### src/rtl/bfloat_mul_seq.sv
// +----------------------------------------------------------------------------+
// | Module : bfloat_mul_seq                                                    |
// | Multi-cycle bfloat16 multiplier, shift-add mantissa product, valid/ready.  |
// | Rev    : 1.0  initial release                                              |
// +----------------------------------------------------------------------------+
`default_nettype none

module bfloat_mul_seq #(
    parameter logic [15:0] NAN_OUT  = 16'hFFFF,
    parameter int          EXP_BIAS = 127
) (
    input  logic        clk,
    input  logic        rst_n,
    input  logic        in_valid,
    output logic        in_ready,
    input  logic [15:0] a,
    input  logic [15:0] b,
    output logic        out_valid,
    input  logic        out_ready,
    output logic [15:0] c,
    output logic        ovf,
    output logic        unf
);

    typedef enum logic [1:0] {
        S_IDLE = 2'd0,
        S_MUL  = 2'd1,
        S_NORM = 2'd2,
        S_DONE = 2'd3
    } state_t;

    localparam logic signed [9:0] c_bias = 10'(EXP_BIAS);

    state_t      r_state;
    state_t      w_state_nxt;
    logic        r_sc;
    logic [7:0]  r_ea;
    logic [7:0]  r_eb;
    logic [7:0]  r_ma;
    logic [7:0]  r_mb;
    logic [15:0] r_acc;
    logic [2:0]  r_cnt;
    logic [15:0] r_c;
    logic        r_ovf;
    logic        r_unf;

    // Operand classification; exponent 0 counts as zero (denormals flushed)
    logic        w_a_zero, w_a_inf, w_a_nan;
    logic        w_b_zero, w_b_inf, w_b_nan;
    logic        w_sc;
    logic        w_special;
    logic        w_accept;
    logic [15:0] w_special_c;

    assign w_a_zero  = (a[14:7] == 8'h00);
    assign w_a_inf   = (a[14:7] == 8'hFF) && (a[6:0] == 7'h00);
    assign w_a_nan   = (a[14:7] == 8'hFF) && (a[6:0] != 7'h00);
    assign w_b_zero  = (b[14:7] == 8'h00);
    assign w_b_inf   = (b[14:7] == 8'hFF) && (b[6:0] == 7'h00);
    assign w_b_nan   = (b[14:7] == 8'hFF) && (b[6:0] != 7'h00);
    assign w_sc      = a[15] ^ b[15];
    assign w_special = w_a_zero | w_a_inf | w_a_nan | w_b_zero | w_b_inf | w_b_nan;
    assign w_accept  = in_valid && (r_state == S_IDLE);

    always_comb begin
        w_special_c = {w_sc, 15'h0000};
        if (w_a_nan || w_b_nan || (w_a_inf && w_b_zero) || (w_b_inf && w_a_zero)) begin
            w_special_c = NAN_OUT;
        end else if (w_a_inf || w_b_inf) begin
            w_special_c = {w_sc, 8'hFF, 7'h00};
        end
    end

    logic [15:0]       w_addend;
    logic signed [9:0] w_e_sum;
    logic signed [9:0] w_e_norm;
    logic [6:0]        w_man;

    assign w_addend = {8'h00, r_ma} << r_cnt;
    assign w_e_sum  = $signed({2'b00, r_ea}) + $signed({2'b00, r_eb}) - c_bias;
    assign w_e_norm = w_e_sum + $signed({9'd0, r_acc[15]});
    assign w_man    = r_acc[15] ? r_acc[14:8] : r_acc[13:7];

    always_ff @(posedge clk) begin
        if (!rst_n) begin
            r_state <= S_IDLE;
        end else begin
            r_state <= w_state_nxt;
        end
    end

    always_comb begin
        w_state_nxt = r_state;
        in_ready    = 1'b0;
        out_valid   = 1'b0;
        case (r_state)
            S_IDLE: begin
                in_ready = 1'b1;
                if (in_valid) begin
                    w_state_nxt = w_special ? S_DONE : S_MUL;
                end
            end
            S_MUL: begin
                if (r_cnt == 3'd7) begin
                    w_state_nxt = S_NORM;
                end
            end
            S_NORM: begin
                w_state_nxt = S_DONE;
            end
            S_DONE: begin
                out_valid = 1'b1;
                if (out_ready) begin
                    w_state_nxt = S_IDLE;
                end
            end
            default: begin
                w_state_nxt = S_IDLE;
            end
        endcase
    end

    always_ff @(posedge clk) begin
        if (!rst_n) begin
            r_sc  <= 1'b0;
            r_ea  <= 8'h00;
            r_eb  <= 8'h00;
            r_ma  <= 8'h00;
            r_mb  <= 8'h00;
            r_acc <= 16'h0000;
            r_cnt <= 3'd0;
            r_c   <= 16'h0000;
            r_ovf <= 1'b0;
            r_unf <= 1'b0;
        end else begin
            case (r_state)
                S_IDLE: begin
                    if (w_accept) begin
                        r_sc  <= w_sc;
                        r_ea  <= a[14:7];
                        r_eb  <= b[14:7];
                        r_ma  <= {1'b1, a[6:0]};
                        r_mb  <= {1'b1, b[6:0]};
                        r_acc <= 16'h0000;
                        r_cnt <= 3'd0;
                        r_ovf <= 1'b0;
                        r_unf <= 1'b0;
                        if (w_special) begin
                            r_c <= w_special_c;
                        end
                    end
                end
                S_MUL: begin
                    if (r_mb[r_cnt]) begin
                        r_acc <= r_acc + w_addend;
                    end
                    r_cnt <= r_cnt + 3'd1;
                end
                S_NORM: begin
                    // Truncating normalisation; saturate or flush at the exponent limits
                    if (w_e_norm >= 10'sd255) begin
                        r_c   <= {r_sc, 8'hFF, 7'h00};
                        r_ovf <= 1'b1;
                    end else if (w_e_norm <= 10'sd0) begin
                        r_c   <= {r_sc, 15'h0000};
                        r_unf <= 1'b1;
                    end else begin
                        r_c <= {r_sc, w_e_norm[7:0], w_man};
                    end
                end
                default: begin
                end
            endcase
        end
    end

    assign c   = r_c;
    assign ovf = r_ovf;
    assign unf = r_unf;

endmodule

`default_nettype wire

### config.mk
export PLATFORM = sky130hd
export DESIGN_NAME = bfloat_mul_seq
export DESIGN_NICKNAME = d
export VERILOG_FILES = /design/src/rtl/bfloat_mul_seq.sv
export SDC_FILE = /design/constraint.sdc
export NUM_CORES = 1
export LEC_CHECK = 0
export BUFFER_PORTS_ARGS = -buffer_cell sky130_fd_sc_hd__buf_4
export CELL_PAD_IN_SITES_DETAIL_PLACEMENT = 1
export CELL_PAD_IN_SITES_GLOBAL_PLACEMENT = 1
export CORE_ASPECT_RATIO = 2
export CORE_MARGIN = 10
export CORE_UTILIZATION = 45
export DETAILED_ROUTE_END_ITERATION = 16
export PLACE_DENSITY = 0.82
export SLEW_MARGIN = 10
export SYNTH_ARGS = -nofsm -noshare
export SYNTH_HDL_FRONTEND = slang
export SYNTH_SLANG_ARGS = --single-unit
export TNS_END_PERCENT = 20
### constraint.sdc
create_clock -name clk -period 3.8 [get_ports clk]
set_input_delay 0.57 -clock clk [delete_from_list [all_inputs] [get_ports clk]]
set_output_delay 0.57 -clock clk [all_outputs]
set_load 0.01 [all_outputs]
Word level (Yosys, flattened, before mapping)
Cells that the tools add are included.

Word-level logic and storage cells: 96. Input bits: 36. Latch bits: 0. Register bits: 72. Output and inout bits: 20. Memory bits (read-only): 0. RAM bits: 0. Memories kept: 0.

Mux-type cells: 28. Shifts and indexed selects: 1. Reduce and logical (&&, ||, !) cells: 27. Add/sub/neg operators: 5. $mul: 0. Magnitude comparators: 3. Div/mod/pow operators: 0. Bitwise operators: 6. Eq/ne operators: 15.

Operator list (count): 2-to-1 mux 16 bit (5); one-hot mux 16 bit (2 select lines) (2); 2-to-1 mux 15 bit (3); != test 2 bit (second input constant) (9); adder 16 bit (1); == test 8 bit (second input constant) (2); logical NOT 8 bit (2); left shift 8 x 3 -> 16 bit (1); logical NOT 7 bit (2); nonzero test 7 bit (2); AND reduction 3 bit (4); adder 10 x 2 -> 10 bit (1); >= comparator 10 x 9 -> 1 bit (second input constant) (1); less-or-equal comparator 10 x 1 -> 1 bit (second input constant) (1); subtractor 9 x 7 -> 10 bit (second input constant) (1); adder 8 x 8 -> 9 bit (1); 2-to-1 mux 2 bit (4); one-hot mux 2 bit (4 select lines) (1); logical AND 1 bit (7); 2-to-1 mux 1 bit (7); 2-to-1 mux 7 bit (1); one-hot mux 3 bit (2 select lines) (1); bitwise OR 1 bit (5); == test 2 bit (second input constant) (2); other kinds (13) (19).

Depth between registers and ports, before layout
Gate-level depths: netlist (run 1).

Depth after elaboration: 10. Depth in mapped cells: 14. Gate-level depth less buffers: 13.

Worst setup path before layout (run 1)
No wires, ideal clock.

Path kind: reg2reg. From: register r_acc[15]. To: register r_c[10] (netlist: c[10]). Required time: 3.740 ns. Arrival: 3.107 ns. Slack: 0.632 ns. Path buffers: 1. Cell stages (with the launch flop): 14. Library setup time: 0.060 ns. Period minus slack after synthesis: 3.168 ns. Cells stage by stage: dfxtp_1 clkbuf_1 inv_1 ha_1 inv_1 ha_1 fa_1 a21oi_2 o211ai_1 a211oi_4 nand4_2 o2111a_2 o21ai_4 o221a_1.

Word-level cells in the longest chain between the ends: 5. Elaborated cells on any way between the ends: 6. Classes of those cells: add/sub (1); order compare (2); mux (3).

Ends and longest elaborated chain: start, declared (line 41) `logic [15:0] r_acc;`; start signal, assigned (line 155) `r_acc <= r_acc + w_addend;`; adder 10 x 2 -> 10 bit (*) (line 81) `assign w_e_norm = w_e_sum + $signed({9'd0, r_acc[15]});`; less-or-equal comparator 10 x 1 -> 1 bit (line 164) `end else if (w_e_norm <= 10'sd0) begin`; 2-to-1 mux 15 bit (line 164); 2-to-1 mux 15 bit (*) (line 161) `if (w_e_norm >= 10'sd255) begin`; one-hot mux 16 bit (2 select lines) (*) (line 136) `case (r_state)`; end signal, assigned (line 162) `r_c <= {r_sc, 8'hFF, 7'h00};`; end signal, assigned (line 165) `r_c <= {r_sc, 15'h0000};`; end signal, assigned (line 168) `r_c <= {r_sc, w_e_norm[7:0], w_man};`; end, declared (line 43) `logic [15:0] r_c;`.

Mark *: on every way between the ends. The rest lies on a longest branch, timed or not. A chain may end at the register's enable or synchronous reset.

Worst setup path after layout (run 1)
From: register r_acc[15]. To: register r_c[11] (netlist: c[11]).

The elaborated chain is that of the path after synthesis.

==> results of run 1 <==
-- through the flow --
| stage | hold slack, ns | area (sq um) | setup slack, ns |
|---|---|---|---|
| final | 0.4658 | 5463 | 0.2628 |
| after global routing | 0.4930 | 5463 | 0.09732 |
| after CTS | 0.4670 | 5463 | 0.2762 |
| after detailed placement | 0.4588 | 5175 | 0.4134 |
| after global placement | 0.4517 | 5175 | 0.5619 |
| after floorplan | 0.4402 | 4671 | 0.6325 |
-- flip-flops by register name, indices dropped and copies added (netlist names) --
register / cells
c: 16
ovf: 1
r_acc: 16
r_cnt: 3
r_ea: 8
r_eb: 8
r_ma: 8
r_mb: 7
r_sc: 1
r_state: 2
unf: 1
-- cell usage in the layout (no fill, tap or decap), types with 9 or more instances in the layout --
cell type	count
inv_1	20
nand2_1	86
mux2_2	12
xnor2_1	9
ha_1	37
o21ai_0	16
nor3_1	10
a21oi_1	23
a21boi_0	30
dfxtp_1	71
buf_4	60
clkbuf_16	9
a22oi_1	12
nor2b_1	17
nor2_1	27
mux2i_1	10
-- power by group --
part	switching, uW	leakage (uW)	internal [uW]
Clock	332	0.000133	502
Combinational	825	0.00148	504
Sequential	115	0.000578	870
-- path summary, 6_finish.rpt --
check,endpoint,slack [ns],cells after the start
worst max-delay path,c[11],0.26,12
worst min-delay path,r_mb[3],0.47,2
worst max register to register,c[11],0.26,12
worst min register to register,r_mb[3],0.47,2
-- cell type report --
class | count | area (sq um)
clock buffers | 9 | 225.2
clock inverters | 6 | 62.56
well taps | 135 | 168.9
repair buffers | 60 | 450.4
inverters | 20 | 75.07
fillers | 1220 | 4687
multi-input cells | 420 | 3059
flip-flops and latches | 71 | 1421
-- kinds of logic (layout without fill, tap and decap cells) --
| kind of cell | Yosys count | count (layout) | synth area share, % |
|---|---|---|---|
| and+or+nand+nor | 188 | 188 | 19.48 |
| DFF | 71 | 71 | 30.43 |
| buffers and inverters | 48 | 95 | 4.072 |
| AOI/OAI and AO/OA | 155 | 155 | 26.31 |
| xor gates and xnor gates | 14 | 14 | 2.947 |
| adders and majority gates | 39 | 39 | 10.77 |
| muxes | 24 | 24 | 6.001 |
-- per-layer routing --
layer / routed length [um] / vias to the layer above / track usage, %
met5: 0 / - / 0
met4: 715 / 0 / 11.28
met3: 398 / 39 / 3.292
met2: 8495 / 79 / 38.29
met1: 4843 / 2089 / 17.18
li1: - / 2054 / -
-- worst min-delay path, delay by kind of cell, from the launching register on --
| family | cells | cell delay, ns |
|---|---|---|
| simple gates | 1 | 0.05 |
| compound gates | 1 | 0.06 |
| flops | 1 | 0.31 |
==> flow_summary.yaml, run 1 <==
outcome:
  outcome: "finished clean"
synthesis:
  synth_top_area_share_pct: 30.43
  synth_edf_count: 0
  synth-async-reset-ratio_pct: 0
  ys_top_cells_by_count: "nand2_1 (86), dfxtp_1 (71), ha_1 (37)"
  yosysWarnings: 0
  syn_area_sq_mm: 0.004671
  synth_top_cell_by_area: "dfxtp_1"
  avgSynthCellArea_sq_um: 8.666
  synth_cells: 539
  seq_area_frac_synth_pct: 30.43
  ys.flop_type: "dfxtp_1"
  synth.most_common_cell: "nand2_1"
  ys_types: 66
  ys_seq_elements: 71
  syn-num-nets: 614
  ys_top_cells_by_area: "dfxtp_1 (30%), ha_1 (9.9%), nand2_1 (6.9%)"
floorplanning:
  start_util_pct: 46.02
  fp.dieH_um: 164.1
  fp-row-count: 52
  die_width_um: 92.04
  core_sq_mm: 0.01015
  die_area_sq_mm: 0.01510
  io_pins: 56
cells_and_area:
  num_antenna_cells: 0
  area_growth_pct: 16.96
  layout.nets: 657
  fin_util_pct: 53.82
  layout-drive-gt1-share_pct: 20.65
  instances_no_fill: 721
route:
  drt-initial-drc-count: 180
  drc: 0
  ant_nets: 0
  finalWirelength_mm: 14.45
  routedWlPerCell_um: 20.04
  dr.pass1.iters: 4
  viasPerCell: 5.910
  via_count: 4261
timing:
  max_freq_mhz: 282.7
  hold_violations: 0
  drv_slew: 0
  clock_skew_ns: 0.005696
  final-setup-viol-count: 0
  setup_tns_ns: 0
  worst_pin_slew_ns: 0.9715
  period_share_pct: 93.09
  slew_headroom_pct: 35.03
  period_minus_slack_ns: 3.537
  rsz0062_at_grt: "false"
clock_network:
  clkTransAtPathRegs_ns: 0.06
  clk_latency_ns: 0.33
  cts-root-buf: "clkbuf_16"
  htreeDepth: 3
  cts_tree: "done"
  cts-hold-fix-buffers: 0
  cts.sinks: 71
  cts_setup_buffers: 0
  cts_resized: 0
  cts_made_buffers: 9
  cts_buffer_depth: 2
worst_setup_path:
  arrival_ns: 3.81
  worst_path_max_delay_cell: "dfxtp_1"
  setup.worst_path.start: "r_acc[15]"
  cpPeakStageDelay_ns: 0.57
  cp_top_family: "compound AO/OA/AOI/OAI gates"
  critPathRequiredTime_ns: 4.07
  regToRegStartpoint: "r_acc[15]"
  endpoint_kind: "flop"
  crit_path_max_fanout: 11
  worst_setup_path_start_kind: "flop"
  critical_path_buf_inv_count: 2
  worstSetupPathType: "flop to flop"
  cp_cell_sequence: "inv_1 -> ha_1 -> inv_1 -> ha_1 -> fa_1 -> a21oi_2 -> o211ai_1 -> a211oi_4 -> nand4_2 -> o2111a_2 -> o21ai_4 -> o221a_1"
global_route:
  grt_pass1_wl_mm: 23.40
  grt_pass1_vias: 4735
  grtUsageTotal_pct: 19.22
  grt_max_degree: 72
  antenna_found_initial: 0
  overflow: 0
power:
  p_total_uw: 3148
  p_leak_uw: 0.002196
  power.density_mw_per_mm2: 576.2
  vdd_drop_max_uv: 411.1
placement:
  place_hpwl_mm: 11.03
  gp_congestion: 0.8729
  port_buffers: 55
  dp.cells: 706
hold_path:
  hp-class: "flop to flop"
  min_from: "r_mb[3]"
run:
  cap_viol_max_count: 0
Note: power is estimated with default switching activity, not from simulation.
==> inputs of run 2 (changes only) <==
CTS_CLUSTER_DIAMETER = 40   (was default)
RECOVER_POWER = 50   (was default)
==> run 2 against run 1 <==
  * Sequential power about the same
  * Die area unchanged
  * Sequential share of layout area increased by 0.38 points
  * Cell area decreased by 1.4%
  * First-iteration DRC count increased by 0.56%
  * Critical path depth unchanged
  * Fmax increased by 0.29%
  * Clock skew about the same
  * Wire length increased by 0.36%
  * Global-route usage unchanged
  * Sequential cell count unchanged
  * Critical endpoint unchanged
  * Highest routed layer unchanged
==> flow_summary.yaml, run 2 (synthesized netlist as in run 1, its figures left out) <==
timing:
  hold_ws_ns: 0.4659
  max_freq_mhz: 283.5
  hold_violations: 0
  worst_pin_slew_ns: 1.447
  clock_skew_ns: 0.005819
  slew_headroom_pct: 3.559
  period_share_pct: 92.82
  period_minus_slack_ns: 3.527
  setup_tns_ns: 0
  rsz0062_at_grt: "false"
  final-setup-viol-count: 0
  drv_slew: 0
worst_setup_path:
  worst_setup_path_start_kind: "flop"
  path_depth: 12
  cpPeakStageDelay_ns: 0.57
  worstSetupPathType: "flop to flop"
  critPathRequiredTime_ns: 4.08
  rrSetupSlack_ns: 0.27
  rr_worst_depth: 12
  arrival_ns: 3.80
  crit_path_max_fanout: 11
  reg2reg_to: "c[11]"
  setup.worst_path.start: "r_acc[15]"
  worst_path_max_delay_cell: "dfxtp_1"
  cp_top_family: "compound AO/OA/AOI/OAI gates"
  crit_end: "c[11]"
  cp_cell_sequence: "inv_1 -> ha_1 -> inv_1 -> ha_1 -> fa_1 -> a21oi_2 -> o211ai_1 -> a211oi_4 -> nand4_2 -> o2111a_2 -> o21ai_4 -> o221a_1"
  critical_path_buf_inv_count: 2
  endpoint_kind: "flop"
  regToRegStartpoint: "r_acc[15]"
cells_and_area:
  num_antenna_cells: 0
  layout.nets: 657
  design_area_sq_mm: 0.005384
  area_growth_pct: 15.27
  final_common_cell: "nand2_1"
  final_cell_mix: "nand2_1 (86), dfxtp_1 (71), buf_4 (39)"
  layout-drive-gt1-share_pct: 17.06
power:
  power.density_mw_per_mm2: 578.8
  p_leak_uw: 0.002107
  vdd_drop_max_uv: 414.4
clock_network:
  cts_setup_buffers: 0
  htreeDepth: 3
  cts-hold-fix-buffers: 0
  cts_resized: 0
  clk_latency_ns: 0.34
  cts.sinks: 71
  cts_buffer_depth: 2
  clkTransAtPathRegs_ns: 0.06
  cts-root-buf: "clkbuf_16"
  cts_tree: "done"
  cts_made_buffers: 9
global_route:
  grt_pass1_vias: 4735
  grt_max_degree: 72
  antenna_found_initial: 0
  overflow: 0
  grt_pass1_wl_mm: 23.40
  grtUsageTotal_pct: 19.22
route:
  finalWirelength_mm: 14.50
  ant_nets: 0
  drt-initial-drc-count: 181
  viasPerCell: 5.917
  drc: 0
  routedWlPerCell_um: 20.12
  via_count: 4266
  dr.pass1.iters: 4
floorplanning:
  die_width_um: 92.04
  die_area_sq_mm: 0.01510
  fp.dieH_um: 164.1
  core_sq_mm: 0.01015
  fp-row-count: 52
  io_pins: 56
  start_util_pct: 46.02
outcome:
  outcome: "finished clean"
placement:
  place_hpwl_mm: 11.03
  port_buffers: 55
  gp_congestion: 0.8729
  place_area_sq_mm: 0.005175
hold_path:
  whs_path_depth: 2
  hp-class: "flop to flop"
run:
  cap_viol_max_count: 0
==> run 2: how the worst min path moves through the flow <==
stage | start | endpoint
after floorplan | r_mb[2] | r_mb[2]
after global placement | r_mb[6] | r_mb[6]
after detailed placement | r_mb[3] | r_mb[3]
after CTS | r_mb[3] | r_mb[3]
after global routing | r_mb[1] | r_mb[1]
final | r_mb[3] | r_mb[3]
==> run 2: power breakdown <==
group / total [uW] / internal (uW) / switching [uW] / leakage, uW
registers: 984 / 870 / 113 / 0.000578
clock network: 835 / 502 / 333 / 0.000133
logic: 1300 / 473 / 825 / 0.00140
==> run 2: worst register-to-register path, stage by stage, from the launching register on <==
cell and delay [ns]:
dfxtp_1 0.57, inv_1 0.14, ha_1 0.30, inv_1 0.04
ha_1 0.21, fa_1 0.46, a21oi_2 0.25, o211ai_1 0.16
a211oi_4 0.33, nand4_2 0.20, o2111a_2 0.32, o21ai_4 0.23
o221a_1 0.25
==> run 2: layer usage <==
layer | vias up | track usage, % | wire, um
li1 | 2054 | - | -
met1 | 2105 | 17.18 | 4941
met2 | 75 | 38.29 | 8512
met3 | 32 | 3.292 | 366
met4 | 0 | 11.28 | 683
met5 | - | 0 | 0
==> run 2: layout make-up <==
type,count,area [sq um]
clock buffer,9,225.2
clock inverter,6,62.56
fill,1239,4766
inverter,20,75.07
multi-input combinational,420,3059
sequential,71,1421
tap,135,168.9
timing repair buffer,60,371.6
==> run 2: stage by stage <==
step	setup slack (ns)	utilization, %	total power, uW	instances
floorplan	0.6325	-	1913	539
global placement	0.5619	50.99	2266	706
detailed placement	0.4134	50.99	2315	706
CTS	0.2762	53.82	3178	721
global route	0.09732	53.04	3310	721
finish	0.2730	53.04	3116	721
